### src/rtl/sb_ccff_pkg.sv
// Shared types and default sizing for the switch-block configuration-chain programmer.
package sb_ccff_pkg;

  localparam int unsigned DEF_CHAIN_LEN = 128;
  localparam int unsigned DEF_WORD_W    = 8;

  typedef enum logic [1:0] {
    ST_IDLE,
    ST_LOAD,
    ST_SHIFT,
    ST_DONE
  } state_e;

endpackage

### src/rtl/sb_ccff_readback_capture.sv
// Deserializes the chain tail into WORD_W words, LSB first; a short final word is zero-padded.
// Only instantiated when SB_CCFF_READBACK_EN is defined.
module sb_ccff_readback_capture #(
  parameter int unsigned WORD_W = 8
) (
  input  logic              prog_clk,
  input  logic              pReset,
  input  logic              clear,
  input  logic              capture_en,
  input  logic              last_bit,
  input  logic              ccff_tail,
  output logic [WORD_W-1:0] rb_word,
  output logic              rb_valid
);

  localparam int unsigned IDX_W = (WORD_W > 1) ? $clog2(WORD_W) : 1;
  localparam logic [IDX_W-1:0] LAST_IDX = IDX_W'(WORD_W - 1);

  logic [IDX_W-1:0]  idx_q;
  logic [WORD_W-1:0] cap_q;
  logic [WORD_W-1:0] cap_d;

  always_comb begin
    cap_d        = cap_q;
    cap_d[idx_q] = ccff_tail;
  end

  always_ff @(posedge prog_clk) begin
    if (pReset) begin
      idx_q    <= '0;
      cap_q    <= '0;
      rb_word  <= '0;
      rb_valid <= 1'b0;
    end else begin
      rb_valid <= 1'b0;
      if (clear) begin
        idx_q <= '0;
        cap_q <= '0;
      end else if (capture_en) begin
        // Clearing cap_q on emit is what zero-pads a short final word.
        if (idx_q == LAST_IDX || last_bit) begin
          rb_word  <= cap_d;
          rb_valid <= 1'b1;
          cap_q    <= '0;
          idx_q    <= '0;
        end else begin
          cap_q <= cap_d;
          idx_q <= idx_q + 1'b1;
        end
      end
    end
  end

endmodule

### src/rtl/sb_ccff_programmer.sv
// Streams bitstream words LSB first into a CHAIN_LEN-bit configuration flip-flop chain.
// Optional tail readback is built when SB_CCFF_READBACK_EN is defined.
module sb_ccff_programmer
  import sb_ccff_pkg::*;
#(
  parameter int unsigned CHAIN_LEN = DEF_CHAIN_LEN,
  parameter int unsigned WORD_W    = DEF_WORD_W
) (
  input  logic              prog_clk,
  input  logic              pReset,
  input  logic              start,
  input  logic              abort,
  input  logic [WORD_W-1:0] cfg_word,
  input  logic              cfg_valid,
  output logic              cfg_ready,
  output logic              ccff_head,
  output logic              prog_en,
  input  logic              ccff_tail,
  output logic              busy,
  output logic              done,
  output logic [WORD_W-1:0] rb_word,
  output logic              rb_valid
);

  localparam int unsigned CNT_W  = $clog2(CHAIN_LEN + 1);
  localparam int unsigned WCNT_W = $clog2(WORD_W + 1);
  localparam logic [CNT_W-1:0]  LAST_BIT  = CNT_W'(CHAIN_LEN - 1);
  localparam logic [WCNT_W-1:0] LAST_WBIT = WCNT_W'(WORD_W - 1);

  state_e             state_q, state_d;
  logic [CNT_W-1:0]   bit_cnt_q;
  logic [WCNT_W-1:0]  word_cnt_q;
  logic [WORD_W-1:0]  shift_q;

  // NOTE: every always_comb output gets a default first so no path can infer a latch.
  always_comb begin
    state_d = state_q;
    unique case (state_q)
      ST_IDLE:  if (start) state_d = ST_LOAD;
      ST_LOAD:  if (cfg_valid) state_d = ST_SHIFT;
      ST_SHIFT: begin
        // Chain end wins over word end, dropping the unused tail of a short final word.
        if (bit_cnt_q == LAST_BIT)       state_d = ST_DONE;
        else if (word_cnt_q == LAST_WBIT) state_d = ST_LOAD;
      end
      ST_DONE:  state_d = ST_IDLE;
      default:  state_d = ST_IDLE;
    endcase
    if (abort) state_d = ST_IDLE;
  end

  // NOTE: state registers use non-blocking assignments so all flops update from pre-edge values.
  always_ff @(posedge prog_clk) begin
    if (pReset) begin
      state_q    <= ST_IDLE;
      bit_cnt_q  <= '0;
      word_cnt_q <= '0;
      shift_q    <= '0;
    end else begin
      state_q <= state_d;
      unique case (state_q)
        ST_IDLE: if (start) bit_cnt_q <= '0;
        ST_LOAD: if (cfg_valid) begin
          shift_q    <= cfg_word;
          word_cnt_q <= '0;
        end
        ST_SHIFT: begin
          shift_q    <= shift_q >> 1;
          bit_cnt_q  <= bit_cnt_q + 1'b1;
          word_cnt_q <= word_cnt_q + 1'b1;
        end
        default: ;
      endcase
    end
  end

  // Outputs are masked by pReset so they read zero for the whole reset window.
  assign cfg_ready = (state_q == ST_LOAD) & ~pReset;
  assign prog_en   = (state_q == ST_SHIFT) & ~pReset;
  assign ccff_head = prog_en & shift_q[0];
  assign busy      = ((state_q == ST_LOAD) | (state_q == ST_SHIFT)) & ~pReset;
  assign done      = (state_q == ST_DONE) & ~pReset;

`ifdef SB_CCFF_READBACK_EN
  logic [WORD_W-1:0] rb_word_q;
  logic              rb_valid_q;

  sb_ccff_readback_capture #(
    .WORD_W(WORD_W)
  ) u_readback_capture (
    .prog_clk  (prog_clk),
    .pReset    (pReset),
    .clear     (state_q == ST_IDLE),
    .capture_en(prog_en),
    .last_bit  (prog_en && (bit_cnt_q == LAST_BIT)),
    .ccff_tail (ccff_tail),
    .rb_word   (rb_word_q),
    .rb_valid  (rb_valid_q)
  );

  assign rb_word  = pReset ? '0 : rb_word_q;
  assign rb_valid = rb_valid_q & ~pReset;
`else
  logic unused_ccff_tail;
  assign unused_ccff_tail = ccff_tail;
  assign rb_word          = '0;
  assign rb_valid         = 1'b0;
`endif

endmodule

### config.mk
export PLATFORM = sky130hd
export DESIGN_NAME = sb_ccff_programmer
export DESIGN_NICKNAME = d
export VERILOG_FILES = /design/src/rtl/sb_ccff_pkg.sv /design/src/rtl/sb_ccff_readback_capture.sv /design/src/rtl/sb_ccff_programmer.sv
export SDC_FILE = /design/constraint.sdc
export NUM_CORES = 1
export LEC_CHECK = 0
export ABC_CLOCK_PERIOD_IN_PS = 1600
export BUFFER_PORTS_ARGS = -buffer_cell sky130_fd_sc_hd__buf_2
export CORE_ASPECT_RATIO = 1.1
export CORE_MARGIN = 2
export CORE_UTILIZATION = 30
export DETAILED_ROUTE_END_ITERATION = 10
export GPL_ROUTABILITY_DRIVEN = 0
export GPL_TIMING_DRIVEN = 0
export PLACE_DENSITY = 0.59
export SLEW_MARGIN = 20
export SYNTH_ARGS = -nofsm -noshare
export SYNTH_HDL_FRONTEND = slang
export SYNTH_SLANG_ARGS = --single-unit
export TNS_END_PERCENT = 5
### constraint.sdc
create_clock -name prog_clk -period 1.6 [get_ports prog_clk]
set_input_delay 0.08 -clock prog_clk [delete_from_list [all_inputs] [get_ports prog_clk]]
set_output_delay 0.08 -clock prog_clk [all_outputs]
set_load 0.05 [all_outputs]
== Word level (Yosys, flattened, before mapping) ==
Index checks and enable logic that the tools add are counted.

* Output and inout bits: 14
* Register bits: 22
* Word-level logic and storage cells: 39
* Bits of input ports: 14

* Bitwise logic cells: 7
* $add $sub $neg: 2
* Reductions and logical operators: 7
* Equal/unequal tests: 8
* Mux-type cells: 11

{| class="wikitable"
|+ Operator list
! kind !! number
|-
| $pmux W8 S2 || 2
|-
| $mux W8 || 2
|-
| $add A8 B1 Y8 const B || 1
|-
| $eq A8 B7 Y1 const B || 1
|-
| $mux W2 || 4
|-
| $pmux W2 S4 || 1
|-
| $pmux W4 S2 || 1
|-
| $and A1 B1 Y1 || 5
|-
| $add A4 B1 Y4 const B || 1
|-
| $eq A2 B2 Y1 const B || 2
|-
| $eq A4 B3 Y1 const B || 1
|-
| $mux W4 || 1
|-
| $ne A2 B2 Y1 const B || 2
|-
| $reduce_and A2 Y1 || 2
|-
| $reduce_bool A2 Y1 || 2
|-
| $ne A3 B3 Y1 const B || 1
|-
| $reduce_and A3 Y1 || 1
|-
| $eq A2 B1 Y1 const B || 1
|-
| $logic_not A2 Y1 || 1
|-
| $reduce_or A2 Y1 || 1
|-
| $not A1 Y1 || 1
|-
| $or A1 B1 Y1 || 1
|}

== Logic depth before layout (Yosys ltp) ==
Gate-level depths: netlist of the first run.

* Word-level depth: 4
* Mapped depth: 8

== Worst setup path before layout of the first run ==
No wires, ideal clock.

* Kind: reg2out
* Start: reg state_q[0]
* End: out ccff_head
* Required time: 1,520 ps
* Cell stages (with the launch flop): 6
* Setup slack: -605 ps
* Buffers on the path: 1
* Arrival: 2,125 ps
* Cell sequence: dfxtp_1 -> inv_1 -> ha_1 -> buf_2 -> nor2b_1 -> and2_1

* Longest elaborated chain between the ends: 3

{| class="wikitable"
|+ Ends and longest elaborated chain
! what !! line !! source
|-
| start: declaration || sb_ccff_programmer.sv:30 || <nowiki>state_e state_q, state_d;</nowiki>
|-
| start signal: assignment || sb_ccff_programmer.sv:60 || <nowiki>state_q <= state_d;</nowiki>
|-
| $eq A2 B2 Y1 || sb_ccff_programmer.sv:79 || <nowiki>assign prog_en = (state_q == ST_SHIFT) & ~pReset;</nowiki>
|-
| $and A1 B1 Y1 || sb_ccff_programmer.sv:79 ||
|-
| named net prog_en || sb_ccff_programmer.sv:17 || <nowiki>output logic prog_en,</nowiki>
|-
| $and A1 B1 Y1 || sb_ccff_programmer.sv:80 || <nowiki>assign ccff_head = prog_en & shift_q[0];</nowiki>
|-
| end: declaration || sb_ccff_programmer.sv:16 || <nowiki>output logic ccff_head,</nowiki>
|}

The timed path passes the listed nets, and every way through them passes these cells.

== Final worst setup path of the first run ==
* Start: reg state_q[1]
* End: out ccff_head

* Longest elaborated chain between the ends: 3

{| class="wikitable"
|+ Ends and longest elaborated chain
! what !! line
|-
| $eq A2 B2 Y1 || sb_ccff_programmer.sv:79
|-
| $and A1 B1 Y1 || sb_ccff_programmer.sv:79
|-
| $and A1 B1 Y1 || sb_ccff_programmer.sv:80
|}

Every way passes these cells.

==> summary.txt, run 1 <==
Run status
  • Status: complete, no violations

Final layout
  • Commonest non-fill, non-tap cell in the layout: dfxtp_1
  • Post-Layout Inst Area: ~0.0016 mm^2
  • Layout cell share with drive strength beyond 1: between 30 and 40%
  • Sequential cell area: around 450 um^2
  • Most frequent cells in the layout: dfxtp_1 (20), buf_2 (17), nor2_1 (17)
  • Post-Layout Cell Count: 226
  • Layout Nets: just under 200
  • FILL cells: about 420
  • # diodes: 0
  • Multi-input logic area: 783 um^2
  • Final Util: 41.0%
  • Layout area overhead: 31.8%

Synth
  • Sequential area share after synthesis: a little over a third
  • Synthesized area: approximately 0.0012 mm^2
  • Synth warn: 0
  • Netlist cell types: 35
  • Cells after Synth: around 140
  • Register bit total from synthesis: 22
  • Avg Cell Area, Syn: roughly 8.7 um^2

Worst setup path
  • Critical path's largest stage delay: 380 ps
  • Crit Path Class: flip-flop to output port
  • Crit-path cells: buf_12 > ha_4 > buf_8 > nor2b_4 > and2_4 > buf_8
  • Critical Path Slowest Stage Cell: dfxtp_4
  • CP dominant cell by count: buf_8
  • CP arrival: approximately 1500 ps
  • Worst EP required: about 1500 ps
  • CP max FO: 10
  • Crit. End Element: output port
  • Startpoint types: flip-flop
  • Reg2reg path depth: 5

Die
  • Number of I/O pins: 28
  • Chip height: slightly above 70 um
  • Die W: about 65 um
  • FP Rows: 24
  • Die ar.: 0.00461 mm^2
  • Initial core utilization: a little under a third
  • Core Box Area: approximately 0.004 mm^2

Placed design
  • Port bufs: 17
  • Cells after DPL: about 220
  • Post-DP Area: around 0.0014 mm^2
  • Dpl hpwl: roughly 1800 um

CTS
  • Worst-Skew Late Latency: 260 ps
  • H-tree depth: 1
  • Sink Count: 22
  • CTS clk-pin slew, worst paths: roughly 80 ps
  • Clk buf depth: 2
  • Num CTS Buffers: 3
  • Root Driver: clkbuf_8
  • CTS tree: built

Timing
  • Final Hold Vio Count: 0
  • Worst-margin pin slew: 509 ps
  • Max-slew headroom: around 66%
  • Post-layout min period: approximately 1600 ps
  • Final setup fails: 0
  • RSZ-0062 raised after global routing: true
  • Clk_skew: 1.76 ps
  • Total count of max-transition violations in the final report: 0
  • Setup_tns: 0 ps
  • Tcrit/Tclk final: around 99%
  • Fmax: 631 MHz

GRT
  • Pin count of the biggest net entering global routing: 13
  • Vias in the first global route: 951
  • Initial antenna violation count: 0
  • GRT Total Usage: between 10% and 20%
  • First-pass GRT wire length: 4170 um
  • Total grt overflow: 0

Power
  • Worst vdd ir: ~380 uV
  • Comb pwr share: between 15 and 20%
  • Pleak: 0.617 nW
  • Pwr Density: 759 mW/mm^2
  • Sw Pwr: between 0.0003 and 0.0004 W
  • Reg power frac: a little under half
  • Int Pwr: ~0.0009 W
  • Sw Share: roughly 28%
  • Clock share of power: 33.0%

Min path
  • Min-Delay Path Class: input pin to flip-flop
  • Hold Path Depth: 3

Drt
  • Vias: approximately 1.0k
  • Post-route ant nets: 0
  • DRT Pass-1 Iters: 4
  • Routed len/inst: between 10 and 15 um
  • DRC: 0
  • Vias/cell: ~4.6
  • Iter 0 DRT Violations: 16
  • Final wirelength: about 2500 um

Flow run
  • Max-cap violations: 0
==> area by class of cell <==
type                       instances  share of cell area, %
buffer                            15                   7.06
clock buffer                       4                   3.41
inverter                           2                  0.465
multi-input combinational        110                   48.6
sequential                        22                   27.8
tap                               52                   4.03
timing repair buffer              21                   8.69
==> power groups by stage <==
stage	logic [W]	registers [W]	clock network, W
5_1_grt	0.000262	0.000582	0.000433
3_5_place_dp	0.000208	0.000593	0
6_report	0.000242	0.000578	0.000404
2_1_floorplan	0.000168	0.000589	0
3_3_place_gp	0.000207	0.000592	0
4_1_cts	0.000230	0.000579	0.000415
==> final timing paths <==
| kind | from | to | slack, ps |
|---|---|---|---|
| worst max-delay path | state_q[1]$_SDFFE_PP0P_ | ccff_head | 10 |
| worst min-delay path | cfg_word[7] | shift_q[7]$_SDFFE_PP0P_ | 80 |
| worst max register to register | state_q[1]$_SDFFE_PP0P_ | word_cnt_q[2]$_SDFFE_PP0P_ | 20 |
| worst min register to register | shift_q[7]$_SDFFE_PP0P_ | shift_q[7]$_SDFFE_PP0P_ | 460 |
==> per-layer routing <==
metal  wire length [um]  vias up  global-route usage, %
met5                  0        -                      0
li1                   -      537                      -
met2               1160       22                   18.4
met3                124        2                   2.38
met4                  8        0                   3.55
met1               1230      468                   14.7
==> flip-flops by register name, summed over array words and instances, names as in the netlist <==
| register | flops |
|---|---|
| word_cnt_q | 4 |
| state_q | 2 |
| bit_cnt_q | 8 |
| shift_q | 8 |
==> through the flow <==
stage	setup slack [ps]	total power (W)	hold WS [ps]
4_1_cts	-19.8	0.00122	79.4
3_3_place_gp	-220	0.000800	288
6_report	14.6	0.00122	83.7
3_5_place_dp	-252	0.000801	290
2_1_floorplan	29.0	0.000757	155
5_1_grt	-61.9	0.00128	89.3
==> cell usage after synthesis, drive strengths merged <==
cell type / number / share of area, %
dfxtp: 22 / 36
nor2: 17 / 5.2
buf: 14 / 7.5
nand2: 10 / 3.1
a21oi: 8 / 3.3
mux2i: 8 / 6.9
a211oi: 7 / 4.3
nor2b: 7 / 3.6
ha: 6 / 6.1
nand3: 5 / 2.0
xnor2: 4 / 2.9
and2: 3 / 1.5
nand2b: 3 / 1.5
nand3b: 3 / 1.8
o21ai: 3 / 1.2
or3: 3 / 1.5
inv: 2 / 0.61
mux2: 2 / 1.8
nor3: 2 / 0.82
a2111oi: 1 / 1.2
a221oi: 1 / 0.72
a32oi: 1 / 0.72
clkbuf: 1 / 0.31
conb: 1 / 0.31
nand4: 1 / 0.51
nor3b: 1 / 0.61
nor4b: 1 / 1.2
o21bai: 1 / 0.61
o31ai: 1 / 0.61
o32ai: 1 / 0.72
or3b: 1 / 0.72
==> cell families after synthesis <==
kind of cell	count (synthesis)	share of synthesized area, %
AO/OA/AOI/OAI	24	13.4
XOR/XNOR	4	2.86
adder cells (fa/ha/maj)	6	6.13
buffers and inverters	17	8.38
flip-flops	22	36.0
multiplexers	10	8.69
other	1	0.306
AND/OR/NAND/NOR	57	24.2
==> critical path, delay by kind of cell (launching register included) <==
family / cells / cell delay [ps]
fa+ha+maj: 1 / 170
buf+inv: 3 / 390
flops: 1 / 380
simple gates: 2 / 300
==> repair_timing <==
| item | 4_1_cts | 5_1_grt |
|---|---|---|
| cloned | 0 | 0 |
| hold buffers | 1 | 0 |
| setup endpoints to repair | 24 | 10 |
| hold endpoints to repair | 1 | 0 |
| resized for setup | 20 | 6 |
| pin swaps | 0 | 1 |
| buffers inserted | 1 | 2 |
No activity file was read; power rests on OpenSTA's default activity.
==> run 2, diff against run 1 <==
SETUP_SLACK_MARGIN = 0.1   (was default)
==> run 2 against run 1 <==
  * Fmax rose by 5.8%
  * Global-route usage fell by 0.43 points
  * Clock skew fell by 0.58 ps
  * Worst hold slack got worse by 76 ps
  * Combinational power rose by 13%
  * First-iteration DRC count rose by 44%
  * Final cell count rose by 3.5%
  * Critical path type unchanged
  * Highest routed layer unchanged
==> summary.txt, run 2 (same netlist as run 1, synthesis figures left out) <==
GRT
  • Initial antenna violation count: 0
  • Pin count of the biggest net entering global routing: 13
  • Total grt overflow: 0
  • First-pass GRT wire length: around 4000 um
  • GRT Total Usage: 10.8%
  • Vias in the first global route: 955

Final layout
  • Post-Layout Cell Count: ~230
  • # diodes: 0
  • Layout area overhead: 40.5%
  • Biggest regs: bit_cnt_q (8), shift_q (8), word_cnt_q (4)
  • Most frequent cells in the layout: buf_4 (20), dfxtp_1 (20), buf_2 (17), nor2_1 (17)
  • Layout cell share with drive strength beyond 1: 37.4%
  • Layout Nets: 203

Drt
  • Top Layer Used: met4
  • DRT Pass-1 Iters: 4
  • Routed len/inst: between 10 and 15 um
  • Iter 0 DRT Violations: 23
  • DR WL met2: 1340 um
  • Vias/cell: roughly 4.6
  • DRC: 0
  • Vias: between 1k and 1.5k
  • Final wirelength: 2630 um
  • M1 WL: 1140 um
  • Met3 wire len: 113 um
  • Post-route ant nets: 0

Power
  • Int Pwr: between 0.0009 and 0.001 W
  • Pwr Density: 730 mW/mm^2
  • Sw Pwr: roughly 0.00035 W
  • Clock share of power: 32.0%
  • Comb pwr share: between 20% and 30%
  • Reg power frac: a little under half
  • Worst vdd ir: 484 uV
  • Total power: ~0.0013 W
  • Sw Share: approximately 28%
  • Pleak: between 0.6 and 0.7 nW

Worst setup path
  • Crit. End Element: output port
  • CP arrival: ~1400 ps
  • CP max FO: 8
  • Startpoint types: flip-flop
  • Crit Path Class: flip-flop to output port
  • Reg2reg start: state_q[1]$_SDFFE_PP0P_
  • Worst EP required: around 1500 ps
  • Critical path origin: state_q[0]$_SDFFE_PP0P_

Die
  • Initial core utilization: 31.1%
  • Die W: ~65 um
  • Chip height: around 71 um
  • Number of I/O pins: 28
  • FP Rows: 24
  • Die ar.: roughly 0.0046 mm^2
  • Core Box Area: about 0.0039 mm^2

Placed design
  • Cells after DPL: roughly 220
  • Post-Place Worst Slack: -188 ps
  • Dpl hpwl: ~1700 um
  • Port bufs: 17

Timing
  • Final worst slack: roughly 100 ps
  • RSZ-0062 raised after global routing: true
  • Total count of max-transition violations in the final report: 0
  • Max-slew headroom: 65.7%
  • Clk_skew: approximately 1.2 ps
  • Post-layout min period: approximately 1500 ps
  • Tcrit/Tclk final: between 90% and 100%
  • Final setup fails: 0
  • Worst-margin pin slew: between 500 and 600 ps
  • Fmax: between 600 and 700 MHz
  • Setup_tns: 0 ps
  • Final Hold Vio Count: 0

CTS
  • H-tree depth: 1
  • Sink Count: 22
  • CTS clk-pin slew, worst paths: 80 ps
  • CTS tree: built
  • Root Driver: clkbuf_8
  • Num CTS Buffers: 3
  • Clk buf depth: 2
  • Worst-Skew Late Latency: roughly 260 ps

Flow run
  • Max-cap violations: 0

Min path
  • Min-Delay Path Class: input pin to flip-flop
  • HP Start: abort

Run status
  • Status: complete, no violations
run 2: cell types whose count changed in the layout (fill, tap and decap cells not counted), sizes merged:
cell,delta
dlygate4sd3,-1
mux2i,+1
buf,+8
run 2: final cells by class:
cell class              instances  area (um^2)
repair buffers                 28          178
clock buffers                   4         55.1
multi-input cells             111          837
plain buffers                  15          121
inverters                       2         15.0
well taps                      52         65.1
flip-flops and latches         22          448
fillers                       381         2210
run 2: metrics by stage:
stage | utilization [%] | hold WS [ps] | cell area (um^2)
6_report | 43.7 | 7.65 | 1720
3_5_place_dp | 36.0 | 282 | 1420
2_1_floorplan | - | 155 | 1270
4_1_cts | 40.4 | 1.65 | 1590
3_3_place_gp | 36.0 | 278 | 1420
5_1_grt | 43.7 | 6.15 | 1720
run 2: critical path: stages, from the launching register on:
cell and delay (ps):
dfxtp_4 410, inv_6 50, ha_4 170, buf_8 130, nor2b_4 120, and2_4 130, buf_8 140
run 2: repair_timing:
action	CTS	global route
resized for setup	25	12
gates cloned	0	1
setup endpoints to repair	25	22
hold buffers	0	0
setup buffers	3	8
pin swaps	0	3
run 2: path summary, 6_finish.rpt:
| kind | endpoint | slack [ps] | depth (start not counted) |
|---|---|---|---|
| hold reg to reg | shift_q[7]$_SDFFE_PP0P_ | 460 | 2 |
| hold / removal | state_q[0]$_SDFFE_PP0P_ | 8 | 2 |
| setup / recovery | ccff_head | 100 | 6 |
| setup reg to reg | state_q[0]$_SDFFE_PP0P_ | 130 | 7 |
run 2: metal layers:
metal | track usage, % | vias to the layer above
met4 | 3.55 | 0
li1 | - | 559
met1 | 13.1 | 487
met5 | 0 | -
met3 | 3.18 | 6
met2 | 18.3 | 17
run 2: power groups by stage:
stage	Clock [W]	Sequential, W	Combinational [W]
finish	0.000402	0.000580	0.000273
global route	0.000434	0.000583	0.000298
global placement	0	0.000592	0.000207
detailed placement	0	0.000593	0.000208
CTS	0.000419	0.000580	0.000237
floorplan	0	0.000589	0.000168
